--- src/rtl/divider_arbiter.sv ---
// divider_arbiter: round-robin front end sharing one restoring divider (one quotient bit per cycle).
// Optional feature macro DIVIDER_ARBITER_ZERO_BYPASS_EN: a zero divider skips RUN and completes at accept.
module divider_arbiter #(
   parameter int INPUT_BIT_WIDTH = 8,
   parameter int NUM_REQ         = 4,
   parameter int ID_WIDTH        = $clog2(NUM_REQ)
) (
   input  logic                               Clk,
   input  logic                               Rst_n,
   input  logic [NUM_REQ-1:0]                 ReqValid,
   input  logic [NUM_REQ*INPUT_BIT_WIDTH-1:0] ReqDividend,
   input  logic [NUM_REQ*INPUT_BIT_WIDTH-1:0] ReqDivider,
   output logic [NUM_REQ-1:0]                 ReqReady,
   output logic                               RespValid,
   input  logic                               RespReady,
   output logic [ID_WIDTH-1:0]                RespId,
   output logic [INPUT_BIT_WIDTH-1:0]         Quotient,
   output logic [INPUT_BIT_WIDTH-1:0]         Remainder,
   output logic                               DivByZero
);

   localparam int W     = INPUT_BIT_WIDTH;
   localparam int CNT_W = $clog2(W);

   typedef enum logic [1:0] {IDLE, RUN, DONE} state_t;

   state_t              state_q, state_d;
   logic [ID_WIDTH-1:0] last_q, last_d;
   logic [ID_WIDTH-1:0] id_q, id_d;
   logic [CNT_W-1:0]    cnt_q, cnt_d;
   logic [W-1:0]        quo_q, quo_d;
   logic [W-1:0]        rmd_q, rmd_d;
   logic                dbz_q, dbz_d;
   logic                vld_q, vld_d;
   logic [W-1:0]        dvd_q, dvd_d;
   logic [W-1:0]        dvs_q, dvs_d;
   logic [W-1:0]        part_q, part_d;

   logic [NUM_REQ-1:0]  gnt_oh;
   logic [ID_WIDTH-1:0] gnt_idx;
   logic                gnt_any;
   logic [W-1:0]        acc_dvd, acc_dvs;
   logic [W:0]          shifted, diff;
   logic                qbit;
   logic [W-1:0]        part_next, quo_next;

   // Rotating priority: candidate order last+1, last+2, ... with wrap.
   always_comb begin
      gnt_oh  = '0;
      gnt_idx = '0;
      gnt_any = 1'b0;
      acc_dvd = '0;
      acc_dvs = '0;
      for (int k = 1; k <= NUM_REQ; k++) begin
         for (int i = 0; i < NUM_REQ; i++) begin
            if (!gnt_any && ReqValid[i] &&
                ((int'(last_q) + k == i) || (int'(last_q) + k == i + NUM_REQ))) begin
               gnt_any    = 1'b1;
               gnt_oh[i]  = 1'b1;
               gnt_idx    = ID_WIDTH'(i);
               acc_dvd    = ReqDividend[i*W +: W];
               acc_dvs    = ReqDivider[i*W +: W];
            end
         end
      end
   end

   // Restoring step on a W+1-bit partial remainder; bit W of diff is the borrow.
   always_comb begin
      shifted   = {part_q, dvd_q[W-1]};
      diff      = shifted - {1'b0, dvs_q};
      qbit      = ~diff[W];
      part_next = qbit ? diff[W-1:0] : shifted[W-1:0];
      quo_next  = {dvd_q[W-2:0], qbit};
   end

   always_comb begin
      state_d = state_q;
      last_d  = last_q;
      id_d    = id_q;
      cnt_d   = cnt_q;
      quo_d   = quo_q;
      rmd_d   = rmd_q;
      dbz_d   = dbz_q;
      vld_d   = vld_q;
      dvd_d   = dvd_q;
      dvs_d   = dvs_q;
      part_d  = part_q;
      case (state_q)
         IDLE: begin
            if (gnt_any) begin
               dvd_d   = acc_dvd;
               dvs_d   = acc_dvs;
               part_d  = '0;
               cnt_d   = '0;
               id_d    = gnt_idx;
               last_d  = gnt_idx;
               state_d = RUN;
`ifdef DIVIDER_ARBITER_ZERO_BYPASS_EN
               if (acc_dvs == '0) begin
                  quo_d   = '1;
                  rmd_d   = acc_dvd;
                  dbz_d   = 1'b1;
                  vld_d   = 1'b1;
                  state_d = DONE;
               end
`endif
            end
         end
         RUN: begin
            // The dividend register doubles as the quotient shift register.
            part_d = part_next;
            dvd_d  = quo_next;
            cnt_d  = cnt_q + CNT_W'(1);
            if (cnt_q == CNT_W'(W - 1)) begin
               quo_d   = quo_next;
               rmd_d   = part_next;
               dbz_d   = (dvs_q == '0);
               vld_d   = 1'b1;
               state_d = DONE;
            end
         end
         DONE: begin
            if (RespReady) begin
               vld_d   = 1'b0;
               state_d = IDLE;
            end
         end
         default: state_d = IDLE;
      endcase
   end

   always_ff @(posedge Clk or negedge Rst_n) begin
      if (!Rst_n) begin
         state_q <= IDLE;
         last_q  <= ID_WIDTH'(NUM_REQ - 1);
         id_q    <= '0;
         cnt_q   <= '0;
         quo_q   <= '0;
         rmd_q   <= '0;
         dbz_q   <= 1'b0;
         vld_q   <= 1'b0;
      end else begin
         state_q <= state_d;
         last_q  <= last_d;
         id_q    <= id_d;
         cnt_q   <= cnt_d;
         quo_q   <= quo_d;
         rmd_q   <= rmd_d;
         dbz_q   <= dbz_d;
         vld_q   <= vld_d;
      end
   end

   // Working operands are only meaningful inside RUN, so they carry no reset.
   always_ff @(posedge Clk) begin
      dvd_q  <= dvd_d;
      dvs_q  <= dvs_d;
      part_q <= part_d;
   end

   assign ReqReady  = (state_q == IDLE) ? gnt_oh : '0;
   assign RespValid = vld_q;
   assign RespId    = id_q;
   assign Quotient  = quo_q;
   assign Remainder = rmd_q;
   assign DivByZero = dbz_q;

endmodule

--- config.mk ---
export PLATFORM = sky130hd
export DESIGN_NAME = divider_arbiter
export DESIGN_NICKNAME = d
export VERILOG_FILES = /design/src/rtl/divider_arbiter.sv
export SDC_FILE = /design/constraint.sdc
export NUM_CORES = 1
export LEC_CHECK = 0
export ABC_AREA = 1
export CAP_MARGIN = 20
export CELL_PAD_IN_SITES_DETAIL_PLACEMENT = 0
export CELL_PAD_IN_SITES_GLOBAL_PLACEMENT = 1
export CORE_MARGIN = 8
export CORE_UTILIZATION = 37
export CTS_BUF_LIST = sky130_fd_sc_hd__clkbuf_8
export CTS_CLUSTER_DIAMETER = 80
export DETAILED_ROUTE_END_ITERATION = 10
export GPL_TIMING_DRIVEN = 1
export PLACE_DENSITY_LB_ADDON = 0.1
export REMOVE_ABC_BUFFERS = 1
export SLEW_MARGIN = 10
export SYNTH_ARGS = -nofsm -noshare
export SYNTH_HDL_FRONTEND = slang
export SYNTH_SLANG_ARGS = --single-unit
--- constraint.sdc ---
create_clock -name Clk -period 3.3 [get_ports Clk]
set_input_delay 0.495 -clock Clk [delete_from_list [all_inputs] [get_ports Clk]]
set_output_delay 0.495 -clock Clk [all_outputs]
set_load 0.02 [all_outputs]
; Yosys cells after proc, flatten, opt, wreduce, memory -nomap -nowiden
; Index checks and enable logic that the tools add are counted.
[totals]
inputBits = 71
output_inout_bits = 24
ff_bits = 51
wordCells = 220
[op_classes]
reduce_logical = 75
bitwise = 1
mux = 93
eq_ne = 34
add_sub_neg = 6
[ops]
columns = op, n
row1 = $eq A32 B4 Y1 const B, 12
row2 = $mux W8, 35
row3 = $eq A32 B3 Y1 const B, 8
row4 = $eq A32 B2 Y1 const B, 4
row5 = $logic_not A32 Y1, 4
row6 = $mux W1, 34
row7 = $mux W2, 17
row8 = $pmux W8 S2, 2
row9 = $logic_and A1 B1 Y1, 31
row10 = $logic_or A1 B1 Y1, 16
row11 = $logic_not A1 Y1, 15
row12 = $eq A3 B3 Y1 const B, 4
row13 = $sub A9 B8 Y9, 1
row14 = $logic_not A8 Y1, 1
row15 = $add A2 B2 Y3 const B, 2
row16 = $ne A2 B2 Y1 const B, 3
row17 = $pmux W2 S3, 1
row18 = $pmux W3 S2, 1
row19 = $reduce_and A2 Y1, 3
row20 = $reduce_and A3 Y1, 2
row21 = $add A2 B3 Y4 const B, 1
row22 = $eq A4 B3 Y1 const B, 1
row23 = $mux W4, 1
row24 = $reduce_bool A2 Y1, 2
row25 = 8 further kinds, 8

; Depth between registers and ports, before layout
; Gate-level depths: netlist of the first run.
[depth]
word_depth = 67
mapped_depth = 19
depth_no_buf = 17

; Worst setup path before layout of the first run
; OpenSTA, ideal clock, no wires.
[synth_timing]
kind = input to output
startpoint = in ReqValid[0]
endpoint = out ReqReady[3]
cell_stages = 11
required_ns = 2.805
slack_ns = 0.370
path_buffers = 2
t_arrival_ns = 2.435
path_cell_list = buf_4 > nand3_1 > nand3_2 > nor2_4 > nand4_4 > nor2_8 > nand4_4 > nor2_8 > nand4_4 > buf_6 > a41oi_1
[synth_between]
elab_chain_cells = 63
word_cells_on_any_way = 66
classes_between = 20 x mux / 46 x reduce/logical
[synth_lines]
columns = item, line
row1 = "start, declared", 10  ; input logic [NUM_REQ-1:0] ReqValid,
row2 = $logic_and A1 B1 Y1, 56  ; if (!gnt_any && ReqValid[i] &&
row3 = $mux W1, 56
row4 = $logic_not A1 Y1, 56
row5 = $logic_and A1 B1 Y1 (2 in a row), 56
row6 = $mux W1, 56
row7 = $logic_not A1 Y1, 56
row8 = $logic_and A1 B1 Y1 (2 in a row), 56
row9 = $mux W1, 56
row10 = (+43 left out), --
row11 = $mux W1, 56
row12 = $logic_not A1 Y1, 56
row13 = $logic_and A1 B1 Y1 (2 in a row), 56
row14 = $mux W1, 56
row15 = $logic_not A1 Y1, 56
row16 = $logic_and A1 B1 Y1 (2 in a row), 56
row17 = $mux W1 (*), 56
row18 = $mux W4 (*), 162  ; assign ReqReady = (state_q == IDLE) ? gnt_oh : '0;
row19 = "end, declared", 13  ; output logic [NUM_REQ-1:0] ReqReady,
; Mark *: on every way between the ends. The rest lies on a longest branch, timed or not.

; Worst setup path after layout of the first run
[layout_timing]
startpoint = reg last_q[0]
endpoint = out ReqReady[3]
[layout_between]
elab_chain_cells = 66
word_cells_on_any_way = 118
classes_between = 4 x add/sub / 28 x eq/ne / 20 x mux / 66 x reduce/logical
[layout_lines]
columns = item, line
row1 = "start, declared", 28  ; logic [ID_WIDTH-1:0] last_q, last_d;
row2 = "start signal, assigned", 136  ; last_q <= ID_WIDTH'(NUM_REQ - 1);
row3 = "start signal, assigned", 145  ; last_q <= last_d;
row4 = $add A2 B1 Y3, 57  ; ((int'(last_q) + k == i) || (int'(last_q) + k == i + NUM_REQ))) begin
row5 = $eq A32 B4 Y1 or $logic_not A32 Y1 (tied branches), 57
row6 = $logic_or A1 B1 Y1, 57
row7 = $logic_and A1 B1 Y1, 56
row8 = $mux W1, 56
row9 = $logic_not A1 Y1, 56
row10 = $logic_and A1 B1 Y1 (2 in a row), 56
row11 = $mux W1, 56
row12 = (+47 left out), --
row13 = $mux W1, 56
row14 = $logic_not A1 Y1, 56
row15 = $logic_and A1 B1 Y1 (2 in a row), 56
row16 = $mux W1, 56
row17 = $logic_not A1 Y1, 56
row18 = $logic_and A1 B1 Y1 (2 in a row), 56
row19 = $mux W1 (*), 56
row20 = $mux W4 (*), 162
; Marks and branches as above.

==> results.json, run 1 <==
{
  "status": "finished clean",
  "drt_first_pass_iters": 5,
  "yosysWarnings": 0,
  "start_util_pct": 37.7,
  "grt_max_degree": 31,
  "viasPerCell": 5.17,
  "drive_above_1_share_pct": 9.45,
  "synth-edff-count": 24,
  "setup_tns_ns": 0,
  "place_area_sq_um": 6390,
  "hpwl_microns": 14500,
  "worst-endpoint-required_ns": 2.80,
  "p_int_mw": 2.88,
  "hold_viol": 0,
  "cts_buffer_depth": 2,
  "syn_to_final_growth_pct": 31.1,
  "gp_congestion": 0.939,
  "slew_headroom_pct": 41.3,
  "cts.clk_slew.worst_paths_ns": 0.08,
  "combPwrFrac_pct": 70.5,
  "wl_microns": 19500,
  "worst-path-max-fanout": 8,
  "critPathKind": "reg2out",
  "p_per_area_nw_per_um2": 898,
  "cap_violations": 0,
  "htree_num_levels": 2,
  "worst_slew_pin_slew_ns": 0.879,
  "synth_area_sq_um": 4970,
  "setup_viol": 0,
  "p_leak_nw": 3.32,
  "slew_violations": 0,
  "grt_pass1_vias": 5609,
  "antenna_found_initial": 0,
  "drt_iter0_drc": 439,
  "reg2reg_depth": 18,
  "async_flop_share_pct": 52.9,
  "rsz0062_at_grt": "false",
  "power_switching_share_pct": 50.8,
  "io_pins": 95,
  "crit_arrival_ns": 2.64,
  "cts_hold_buf": 0,
  "wl_per_cell_microns": 17.2,
  "final.setup.worst_slack_ns": 0.169,
  "die_w_microns": 132,
  "worstSkewPairLatency_ns": 0.31,
  "ant_nets": 0,
  "hold_class": "reg2reg",
  "skew_ns": 0.00560,
  "ir_worst_vdd_mv": 0.362,
  "synthCells": 836,
  "synth_top_cell_area_share_pct": 19.8,
  "placed_cells": 1128,
  "rows": 42,
  "fillers": 1391,
  "ys_seq_area_share_pct": 28.2,
  "antenna_cells": 0,
  "p_clk_share_pct": 7.2,
  "finalCriticalPeriod_ns": 3.13,
  "pwr-share-seq_pct": 22.4,
  "whs_path_depth": 1,
  "grt_pass1_wl_microns": 30800,
  "synth_seq_cells": 51,
  "finalNonFillerCells": 1139,
  "die_h_microns": 132,
  "vias": 5893,
  "power.switching_mw": 2.97,
  "cts_buffers": 5,
  "synthFlopType": "dfrtp_1",
  "timing.final.crit_share_pct": 94.9,
  "synth_area_leaders": "nand2_1, edfxtp_1, dfrtp_1",
  "finalInstanceArea_sq_um": 6510,
  "cts_tree": "built",
  "clockRootBuffer": "clkbuf_8",
  "dieArea_sq_um": 17400,
  "clock-sinks": 51,
  "synth_top_area_cell": "nand2_1",
  "io_buffer_count": 94,
  "drcViolationCount": 0,
  "critPathLaunchType": "register",
  "core_sq_um": 13200,
  "overflow": 0,
  "dp_slack_ns": -0.128,
  "end_kind": "primary output",
  "synth_cell_types": 35,
  "track_usage_pct": 22.0,
  "synth.avg_cell_area_sq_um": 5.94,
  "fmax_mhz": 319,
  "final_util_pct": 49.4,
  "nets": 1044
}
cell usage in the layout, fill, tap and decap left out, types with 5 or more instances in the layout:
cell	n
nor3_1	6
o21ai_0	21
a21oi_1	7
edfxtp_1	24
nand4_1	51
buf_4	59
dfrtp_1	25
clkdlybuf4s50_1	90
nor2_1	157
clkbuf_8	5
nand3_1	98
nand2_1	262
ha_1	10
inv_1	103
final cells by class:
type / instances / area (sq um) / share of cell area (%)
Inverter: 109 / 415 / 6.38
Clock buffer: 5 / 68.8 / 1.06
Tap cell: 176 / 220 / 3.38
Timing Repair Buffer: 153 / 1370 / 21.1
Multi-Input combinational cell: 642 / 3000 / 46.0
Clock inverter: 3 / 38.8 / 0.595
Sequential cell: 51 / 1400 / 21.5
synth_stat cells (all sizes together), types with 3 or more instances:
library cell and number:
buf 12, dfrtp 25, edfxtp 24, nand2 264, o21ai 23, ha 10
xor2 3, inv 108, nand4 54, nor3 8, a21oi 7, a41oi 3
xnor2 3, nand3 100, nor2 162, clkbuf 22
power by group through the flow:
stage | clock network [mW] | logic, mW | registers, mW
floorplan | 0 | 2.40 | 1.41
global placement | 0 | 4.01 | 1.31
detailed placement | 0 | 4.09 | 1.32
CTS | 0.436 | 4.09 | 1.31
global route | 0.458 | 4.59 | 1.35
finish | 0.420 | 4.12 | 1.31
final timing paths:
kind	from	to	slack [ns]
setup / recovery	last_q[0]	ReqReady[3]	0.17
hold / removal	cnt_q[0]	cnt_q[0]	0.48
setup reg to reg	last_q[0]	dvd_q[7]	0.31
hold reg to reg	cnt_q[0]	cnt_q[0]	0.48
max in group asynchronous	Rst_n	last_q[1]	2.43
min in group asynchronous	Rst_n	Remainder[5]	0.55
sequential cells by signal (all words and copies together), names as in the netlist:
signal and cells:
RespValid 1, DivByZero 1, dvd_q 8, part_q 8
RespId 2, last_q 2, cnt_q 3, dvs_q 8
Remainder 8, state_q 2, Quotient 8
per-stage QoR:
| stage | hold slack, ns | power [mW] |
|---|---|---|
| global placement | 0.459 | 5.32 |
| global route | 0.507 | 6.39 |
| CTS | 0.483 | 5.84 |
| finish | 0.479 | 5.85 |
| floorplan | 0.199 | 3.81 |
| detailed placement | 0.461 | 5.41 |
critical path, cell delays in order, from the launching register on:
cell             delay [ns]
dfstp_2                0.67
nor2_2                 0.16
nand2_2                0.10
nand3_2                0.08
nor2_4                 0.12
nand4_4                0.12
nor2_8                 0.13
nand4_4                0.15
nor2_8                 0.16
nand4_4                0.09
a41oi_1                0.19
clkdlybuf4s15_1        0.35
kinds of logic (layout without fill, tap and decap cells):
group / count (synthesis) / in the layout / share of synthesized area [%]
xor gates and xnor gates: 6 / 6 / 1.06
AOI/OAI and AO/OA: 34 / 34 / 3.70
buffers and inverters: 143 / 270 / 11.5
adders and majority gates: 11 / 11 / 2.92
DFF: 51 / 51 / 28.2
and+or+nand+nor: 591 / 591 / 52.7
what timing repair did:
item,4_1_cts,5_1_grt
gates resized for setup,4,8
hold endpoints to repair,0,0
setup endpoints to repair,4,5
buffers inserted,0,3
routing by layer:
layer,wire [microns],up-vias,global-route usage [%]
li1,-,2932,-
met1,8550,2662,29.2
met2,9020,267,35.9
met3,1610,32,3.81
met4,365,0,6.32
met5,0,-,0
Note: power is estimated with default switching activity, not from simulation.
==> run 2: changes to the inputs <==
--- a/config.mk
+++ b/config.mk
@@ -21,3 +21,4 @@
 export SYNTH_ARGS = -nofsm -noshare
 export SYNTH_HDL_FRONTEND = slang
 export SYNTH_SLANG_ARGS = --single-unit
+export TNS_END_PERCENT = 30
==> results.json, run 2 (synthesis results as in run 1) <==
{
  "status": "finished clean",
  "clock-sinks": 51,
  "p_per_area_nw_per_um2": 900,
  "worst-path-max-fanout": 8,
  "drt_iter0_drc": 489,
  "fmax_mhz": 317,
  "drive_above_1_share_pct": 9.06,
  "setup_viol": 0,
  "grt_pass1_vias": 5609,
  "cts_hold_buf": 0,
  "htree_num_levels": 2,
  "hold_viol": 0,
  "critPathLaunchType": "register",
  "worst-endpoint-required_ns": 2.80,
  "rows": 42,
  "crit_arrival_ns": 2.66,
  "grt_pass1_wl_microns": 30800,
  "nets": 1041,
  "gp_congestion": 0.939,
  "drt_first_pass_iters": 6,
  "vias": 5886,
  "reg2reg_from": "last_q[0]",
  "antenna_cells": 0,
  "dieArea_sq_um": 17400,
  "worstSkewPairLatency_ns": 0.31,
  "finalNonFillerCells": 1136,
  "finalCriticalPeriod_ns": 3.16,
  "timing.final.crit_share_pct": 95.7,
  "io_buffer_count": 94,
  "track_usage_pct": 22.0,
  "critPathKind": "reg2out",
  "viasPerCell": 5.18,
  "holdWs_ns": 0.479,
  "start_util_pct": 37.7,
  "fillers": 1391,
  "overflow": 0,
  "setup_tns_ns": 0,
  "place_area_sq_um": 6390,
  "hold_class": "reg2reg",
  "crit_start": "last_q[0]",
  "syn_to_final_growth_pct": 30.6,
  "final.setup.worst_slack_ns": 0.141,
  "cts_buffer_depth": 2,
  "rsz0062_at_grt": "true",
  "placed_cells": 1128,
  "die_h_microns": 132,
  "end_kind": "primary output",
  "skew_ns": 0.00725,
  "p_leak_nw": 3.31,
  "slew_violations": 0,
  "cap_violations": 0,
  "core_sq_um": 13200,
  "worstHoldStart": "cnt_q[0]",
  "cts_buffers": 5,
  "hpwl_microns": 14500,
  "ant_nets": 0,
  "wl_per_cell_microns": 17.2,
  "dp_slack_ns": -0.128,
  "grt_max_degree": 31,
  "layout_commonest_cell": "nand2_1",
  "worst_slew_pin_slew_ns": 0.882,
  "finalInstanceArea_sq_um": 6490,
  "die_w_microns": 132,
  "io_pins": 95,
  "cts.clk_slew.worst_paths_ns": 0.08,
  "slew_headroom_pct": 41.0,
  "ir_worst_vdd_mv": 0.359,
  "clockRootBuffer": "clkbuf_8",
  "wl_microns": 19600,
  "drcViolationCount": 0,
  "cts_tree": "built",
  "layout_common_cells": "nand2_1, nor2_1, inv_1",
  "antenna_found_initial": 0
}
[run 2: cell count changes in the layout (fill, tap and decap cells not counted), sizes merged]
cell | previous run | this run
inv | 107 | 108
clkinvlp | 1 | 0
buf | 59 | 56
[run 2: report_power, final]
group / switching (mW) / internal (mW)
sequential: 0.180 / 1.13
clock: 0.199 / 0.222
combinational: 2.59 / 1.53
[run 2: worst paths after layout]
kind                       cells past startpoint  slack (ns)      endpoint
max                                           11        0.14   ReqReady[3]
min                                            1        0.48      cnt_q[0]
max reg2reg                                   16        0.27      dvs_q[3]
min reg2reg                                    1        0.48      cnt_q[0]
max in group asynchronous                      2        2.43     last_q[1]
min in group asynchronous                      2        0.55  Remainder[6]
[run 2: repair_timing]
item | 4_1_cts | 5_1_grt
setup endpoints to repair | 4 | 5
gates resized for setup | 4 | 7
buffers inserted | 0 | 0
cloned | 0 | 0
hold endpoints to repair | 0 | 0
[run 2: metal layers]
layer	track usage [%]	up-vias	wire length, microns	share of wire [%]
met3	3.81	35	1500	7.7
met1	29.2	2650	8670	44
met4	6.32	0	357	1.8
li1	-	2927	-	-
met2	35.9	274	9050	46
met5	0	-	0	0
[run 2: cell type report]
class | instances | area (sq um) | share of cell area, %
multi-input cells | 642 | 3000 | 46.2
flip-flops and latches | 51 | 1400 | 21.6
repair buffers | 150 | 1350 | 20.8
inverters | 109 | 412 | 6.35
well taps | 176 | 220 | 3.39
clock buffers | 5 | 68.8 | 1.06
clock inverters | 3 | 38.8 | 0.598
[run 2: through the flow]
stage	total power [mW]	util [%]
2_1_floorplan	3.81	-
6_report	5.84	49.2
5_1_grt	6.38	49.2
3_5_place_dp	5.41	48.5
4_1_cts	5.84	49.2
3_3_place_gp	5.32	48.5
[run 2: worst max-delay path, cell delays in order, from the launching register on]
cell             delay [ns]
dfstp_2                0.67
nor2_2                 0.16
nand2_2                0.10
nand3_2                0.08
nor2_4                 0.12
nand4_4                0.12
nor2_8                 0.13
nand4_4                0.15
nor2_8                 0.16
nand4_4                0.09
a41oi_1                0.21
clkdlybuf4s15_1        0.36
==> run 3: changes to the inputs <==
--- a/config.mk
+++ b/config.mk
@@ -9,7 +9,7 @@
 export CAP_MARGIN = 20
 export CELL_PAD_IN_SITES_DETAIL_PLACEMENT = 0
 export CELL_PAD_IN_SITES_GLOBAL_PLACEMENT = 1
-export CORE_MARGIN = 8
+export CORE_MARGIN = 4
 export CORE_UTILIZATION = 37
 export CTS_BUF_LIST = sky130_fd_sc_hd__clkbuf_8
 export CTS_CLUSTER_DIAMETER = 80
==> results.json, run 3 (synthesis results as in run 1) <==
{
  "placed_cells": 1126,
  "htree_num_levels": 2,
  "cts_hold_buf": 0,
  "grt_pass1_wl_microns": 29500,
  "top_layer_used": "met4",
  "hold_class": "reg2reg",
  "cts.clk_slew.worst_paths_ns": 0.09,
  "rows": 42,
  "worstSkewPairLatency_ns": 0.31,
  "ir_worst_vdd_mv": 0.274,
  "drt_iter0_drc": 583,
  "overflow": 0,
  "status": "finished clean",
  "finalInstanceArea_sq_um": 6490,
  "viasPerCell": 5.17,
  "track_usage_pct": 24.8,
  "start_util_pct": 37.7,
  "worst-path-max-fanout": 9,
  "drcViolationCount": 0,
  "setup_viol": 0,
  "wl_per_cell_microns": 16.6,
  "final-seq-area_sq_um": 1400,
  "worst_slew_pin_slew_ns": 0.874,
  "die_h_microns": 124,
  "fillers": 1375,
  "antenna_cells": 0,
  "io_pins": 95,
  "layout_commonest_cell": "nand2_1",
  "p_per_area_nw_per_um2": 884,
  "finalNonFillerCells": 1137,
  "skew_ns": 0.00601,
  "fmax_mhz": 317,
  "antenna_found_initial": 0,
  "worst-endpoint-required_ns": 2.80,
  "slew_headroom_pct": 41.6,
  "rsz0062_at_grt": "false",
  "clockRootBuffer": "clkbuf_8",
  "grt_max_degree": 31,
  "dr_wl_met3_microns": 1200,
  "ant_nets": 0,
  "wl_microns": 18800,
  "core_sq_um": 13200,
  "p_leak_nw": 3.31,
  "grt_pass1_vias": 5515,
  "die_w_microns": 124,
  "hpwl_microns": 13800,
  "drive_above_1_share_pct": 9.16,
  "cts_buffer_depth": 2,
  "crit_arrival_ns": 2.66,
  "nets": 1042,
  "critPathKind": "reg2out",
  "cts_tree": "built",
  "drt_first_pass_iters": 5,
  "holdWs_ns": 0.475,
  "syn_to_final_growth_pct": 30.6,
  "gp_congestion": 0.928,
  "vias": 5883,
  "place_area_sq_um": 6380,
  "end_kind": "primary output",
  "dieArea_sq_um": 15300,
  "multi_input_area_sq_um": 3010,
  "cts_buffers": 5,
  "io_buffer_count": 94,
  "r2r_slack_ns": 0.33,
  "wl_met1_microns": 8310,
  "slew_violations": 0,
  "clock-sinks": 51,
  "layout_common_cells": "nand2_1, nor2_1, inv_1",
  "finalCriticalPeriod_ns": 3.15,
  "route.met2.wl_microns": 8870,
  "hold_viol": 0,
  "timing.final.crit_share_pct": 95.5,
  "cap_violations": 0,
  "critPathLaunchType": "register"
}
==> run 3: cell count changes in the layout (fill, tap and decap cells not counted), sizes merged <==
cell	delta
bufinv	-1
clkinv	-1
clkinvlp	+1
buf	+1
dlygate4sd2	+2
clkdlybuf4s15	-1
==> run 3: metrics by stage <==
stage	setup TNS, ns	utilization [%]	worst slack, ns	power (mW)
floorplan	-0.940	-	-0.425	3.81
global placement	-0.0155	48.3	-0.0155	5.29
detailed placement	-0.143	48.3	-0.0609	5.36
CTS	0	49.0	0.0795	5.73
global route	0	49.2	0.0268	6.30
finish	0	49.2	0.147	5.74
==> run 3: per-layer routing <==
metal	track usage [%]	vias up
met5	0	-
met4	9.62	0
met3	3.32	44
met2	40.8	241
met1	33.1	2672
li1	-	2926
==> run 3: final cells by class <==
type / instances / share of cell area, %
multi-input cells: 642 / 46.3
clock inverters: 2 / 0.173
inverters: 109 / 6.34
repair buffers: 151 / 21.0
well taps: 176 / 3.39
flip-flops and latches: 51 / 21.5
clock buffers: 6 / 1.27
==> run 3: worst max-delay path, stage by stage (launching register included) <==
cell and delay [ns]:
dfstp_2 0.66, nor2_2 0.14, nand2_2 0.10, nand3_2 0.08, nor2_4 0.12, nand4_4 0.13, nor2_8 0.13, nand4_4 0.15
nor2_8 0.16, nand2_2 0.07, a41oi_1 0.23, dlygate4sd2_1 0.37
==> run 3: path summary, 6_finish.rpt <==
| check | startpoint | end | cells past startpoint |
|---|---|---|---|
| setup / recovery | last_q[0] | ReqReady[1] | 11 |
| hold / removal | RespValid | RespValid | 2 |
| setup reg to reg | last_q[1] | dvd_q[1] | 18 |
| hold reg to reg | RespValid | RespValid | 2 |
| max in group asynchronous | Rst_n | last_q[1] | 2 |
| min in group asynchronous | Rst_n | Remainder[6] | 2 |
==> run 3: timing repair <==
| item | CTS | global route |
|---|---|---|
| resized for setup | 4 | 4 |
| endpoints found under the setup margin | 4 | 3 |
| setup buffers | 0 | 3 |
==> run 3: power breakdown <==
part / total, mW / internal, mW / switching [mW] / leakage, nW
logic: 4.06 / 1.53 / 2.54 / 2.69
registers: 1.31 / 1.13 / 0.181 / 0.579
clock network: 0.365 / 0.167 / 0.198 / 0.0449
total: 5.74 / 2.82 / 2.92 / 3.31
